File: config.mk
export PLATFORM = sky130hd
export DESIGN_NAME = regdest_sel_pipe
export DESIGN_NICKNAME = d
export VERILOG_FILES = /design/src/rtl/regdest_sel_pipe.sv
export SDC_FILE = /design/constraint.sdc
export NUM_CORES = 1
export LEC_CHECK = 0
export CORE_ASPECT_RATIO = 1.75
export CORE_MARGIN = 2
export CORE_UTILIZATION = 55
export DETAILED_ROUTE_END_ITERATION = 16
export GPL_ROUTABILITY_DRIVEN = 0
export GPL_TIMING_DRIVEN = 0
export PLACE_DENSITY = 0.86
export SLEW_MARGIN = 20
export SYNTH_ARGS = -nofsm -noshare
export SYNTH_HDL_FRONTEND = slang
export SYNTH_SLANG_ARGS = --single-unit
File: constraint.sdc
create_clock -name clk -period 3.2 [get_ports clk]
set_input_delay 0.48 -clock clk [delete_from_list [all_inputs] [get_ports clk]]
set_output_delay 0.48 -clock clk [all_outputs]
set_load 0.02 [all_outputs]
File: src/rtl/regdest_sel_pipe.sv
// Single registered select stage: forwards the operand or a programmable constant
// slot chosen by in_sel, flags out-of-range codes and keeps a saturating error count.
module regdest_sel_pipe #(
  parameter int WIDTH     = 16,
  parameter int SEL_W     = 4,
  parameter int NUM_CONST = 11
) (
  input  logic             clk,
  input  logic             reset,
  input  logic             in_valid,
  output logic             in_ready,
  input  logic [WIDTH-1:0] in_data,
  input  logic [SEL_W-1:0] in_sel,
  output logic             out_valid,
  input  logic             out_ready,
  output logic [WIDTH-1:0] out_data,
  output logic             out_err,
  input  logic             wr_en,
  input  logic [SEL_W-1:0] wr_idx,
  input  logic [WIDTH-1:0] wr_data,
  output logic [7:0]       err_count
);

  localparam logic [SEL_W-1:0] MAX_SEL = SEL_W'(NUM_CONST);

  logic [WIDTH-1:0] tbl [1:NUM_CONST];
  logic [WIDTH-1:0] sel_val;
  logic             sel_err;
  logic             accept;

  // Power-on constants; WIDTH'() zero-extends or truncates to the data width.
  function automatic logic [WIDTH-1:0] reset_val(input int k);
    int v;
    case (k)
      2:       v = 1;
      3:       v = 2;
      4:       v = 3;
      5:       v = 4;
      6:       v = 6;
      7:       v = 7;
      8:       v = 8;
      9:       v = 9;
      10:      v = 15;
      11:      v = 5;
      default: v = 0;
    endcase
    return WIDTH'(v);
  endfunction

  assign in_ready = !out_valid || out_ready;
  assign accept   = in_valid && in_ready;

  always_comb begin
    sel_err = (in_sel > MAX_SEL);
    sel_val = (in_sel == '0) ? in_data : '0;
    for (int k = 1; k <= NUM_CONST; k++) begin
      if (in_sel == SEL_W'(k)) sel_val = tbl[k];
    end
  end

  always_ff @(posedge clk) begin
    if (reset) begin
      out_valid <= 1'b0;
      out_data  <= '0;
      out_err   <= 1'b0;
      err_count <= 8'd0;
      for (int k = 1; k <= NUM_CONST; k++) tbl[k] <= reset_val(k);
    end else begin
      if (accept) begin
        out_valid <= 1'b1;
        out_data  <= sel_err ? '0 : sel_val;
        out_err   <= sel_err;
        if (sel_err && err_count != 8'hFF) err_count <= err_count + 8'd1;
      end else if (out_ready) begin
        out_valid <= 1'b0;
      end
      // Table reads above see the pre-edge value, so a same-edge write lands next beat.
      for (int k = 1; k <= NUM_CONST; k++) begin
        if (wr_en && wr_idx == SEL_W'(k)) tbl[k] <= wr_data;
      end
    end
  end

endmodule

==> reports/metrics.cfg <==
[drt]
finalWirelength_mm=28.0
drcViolationCount=0
via_count=7442
antenna_left=0
first_iter_violations=873
drt_first_pass_iters=7
routed_via_density=6.40
routedWlPerCell_um=24.1

[cts]
cts_max_path_buffers=3
ctsResizeCount=0
cts_root_buf=clkbuf_16
htree_levels=1
cts_setup_buffers=0
cts.sinks=202
cts.clk_slew.worst_paths_ns=0.07
cts_buffers=18
clock_latency_ns=0.49
cts_hold_buf=0
cts_tree=done

[final_layout]
layout-drive-gt1-share_pct=9.88
area_delta_synth_final_pct=17.6
fillers=1279
multiInputGateArea_sq_mm=0.00355
nets=965
seqCellArea_sq_mm=0.00581
finalInstanceArea_sq_mm=0.0114
antennaDiodeCount=0

[placement]
pre_cts_slack_ns=-0.283
dp_hpwl_mm=19.6
io_buffers=69
placed_area_sq_mm=0.0108

[yosys]
synthTopCellsByCount=edfxtp_1 (176), and2_1 (159), clkbuf_1 (48), o21ai_0 (46), nand2_1 (42)
synth-seq-area-share_pct=60.1
async_flop_share_pct=0
syn-cell-area_sq_mm=0.00966
yosysMostFrequentCell=edfxtp_1
synthDistinctLibCells=66
ys_seq_elements=202
syn_avg_cell_area_sq_um=11.7
synthTopCellsByArea=edfxtp_1 (55%), and2_1 (10%), dfxtp_1 (5.4%)
synthFlopType=edfxtp_1
yosys_warnings=0
synth_top_area_cell=edfxtp_1
synth-edff-count=176
synth_cells=822
synth_top_area_share_pct=54.7
synthesis.nets=868

[floorplanning]
die_x_um=104
io_pins=72
start_util_pct=55.6
core_sq_mm=0.0174
die_h_um=179
rows=64
dieArea_sq_mm=0.0187

[timing]
worstMarginPinSlew_ns=1.19
max_freq_mhz=320
period_minus_slack_ns=3.12
max_slew_margin_pct=19.9
finalWorstSetupSlack_ns=0.0790
finalSetupViolCount=0
fin_hold_ws_ns=0.468
finalCritPeriodShare_pct=97.5
rsz0062_at_grt=false
final.setup_skew_ns=0.00678
hold_violations=0
slew_violations=0

[worst_setup_path]
crit_top_cell=clkbuf_1
start_kind=input port
worstPathArrival_ns=3.48
cp-end-kind=register
path_class=in2reg
cp_slowest_cell=nor3_1
required_ns=3.56
path_cells=clkdlybuf4s50_1 -> clkbuf_1 -> inv_1 -> nand3_1 -> nor3_1 -> clkbuf_1 -> and2_1
cp_num_buf_inv=4
slowest_delay_ns=0.99
critical_path.top_delay_family=buffers and inverters
path_max_fanout=10

[power]
ir_drop_v=0.000590
leakage_nw=3.85
p_per_area_mw_per_mm2=514

[grt]
grt_max_degree=18
track_usage_pct=30.1
grt_pass1_wl_mm=42.0
grt_pass1_vias=7464
antenna_found_initial=0
grt_remaining_overflow=0

[hold_path]
hold_class=reg2reg

[run]
cap_violations=0

[status]
status=completed

worst register-to-register path, stage by stage, from the launching register on:
cell and delay, ns:
dfxtp_1 0.31, nand2b_1 0.06, buf_2 0.17, nand2_1 0.29
clkbuf_1 0.41, nor4_1 0.68, o21ai_0 0.22, o22ai_1 0.17
placed cells by master (no fill, tap or decap), types with 6 or more instances in the layout:
cell,instances
o21a_1,14
o21ai_0,40
buf_2,16
a21oi_1,41
nand3_1,15
o221ai_1,7
xnor2_1,6
o21ai_2,6
edfxtp_1,176
a221oi_1,13
and2_1,159
nand2_1,42
mux2_2,17
mux2i_1,14
inv_1,6
nor2_1,38
clkbuf_1,52
dfxtp_1,26
a221o_1,7
a22oi_1,21
or3_1,18
nand2b_1,10
clkdlybuf4s50_1,69
clkbuf_16,19
layout make-up:
type | count | area share, %
plain buffers | 72 | 2.83
flip-flops and latches | 202 | 51.1
multi-input cells | 541 | 31.3
well taps | 231 | 2.54
clock inverters | 9 | 0.694
repair buffers | 77 | 7.01
clock buffers | 23 | 4.32
inverters | 7 | 0.231
through the flow:
stage / utilization (%) / cells / total power [mW] / TNS [ns]
after CTS: 65.4 / 1162 / 5.80 / 0
final: 65.4 / 1162 / 5.84 / 0
after global placement: 61.2 / 1122 / 3.67 / -106.09
after floorplan: - / 822 / 3.43 / 0
after detailed placement: 62.1 / 1130 / 3.71 / -2.68
after global routing: 65.4 / 1162 / 5.97 / 0
flip-flops by register name, summed over array words and instances (netlist names):
| register | cells |
|---|---|
| out_data | 16 |
| out_err | 1 |
| tbl | 176 |
| err_count | 8 |
| out_valid | 1 |
report_power, final:
part,leakage (nW),switching (mW),internal (mW)
sequential,1.91,0.0524,3.01
clock,0.274,0.985,1.18
combinational,1.67,0.384,0.233
total,3.85,1.42,4.42
final timing paths:
check / start / endpoint / slack (ns) / cells past startpoint
worst min register to register: out_data[8] / out_data[8] / 0.47 / 2
worst max-delay path: reset / tbl[0][73] / 0.08 / 7
worst max register to register: out_valid / out_data[7] / 0.82 / 7
worst min-delay path: out_data[8] / out_data[8] / 0.47 / 2
per-layer routing:
metal,up-vias,global-route usage (%),part of all wire (%)
li1,3211,-,-
met1,3492,33.3,33
met2,574,53.7,50
met3,165,4.18,9.1
met4,0,20.8,7.9
met5,-,0,0
kinds of logic (layout without fill, tap and decap cells):
kind of cell               count (synthesis)  after routing  synth area share (%)
AOI/OAI and AO/OA                        183            183                  12.8
xor gates and xnor gates                   6              6                 0.544
DFF                                      202            202                  60.1
muxes                                     33             33                  3.94
and+or+nand+nor                          318            318                  18.8
buffers and inverters                     79            188                  3.60
adders and majority gates                  1              1                 0.130
No activity file was read; power rests on OpenSTA's default activity.
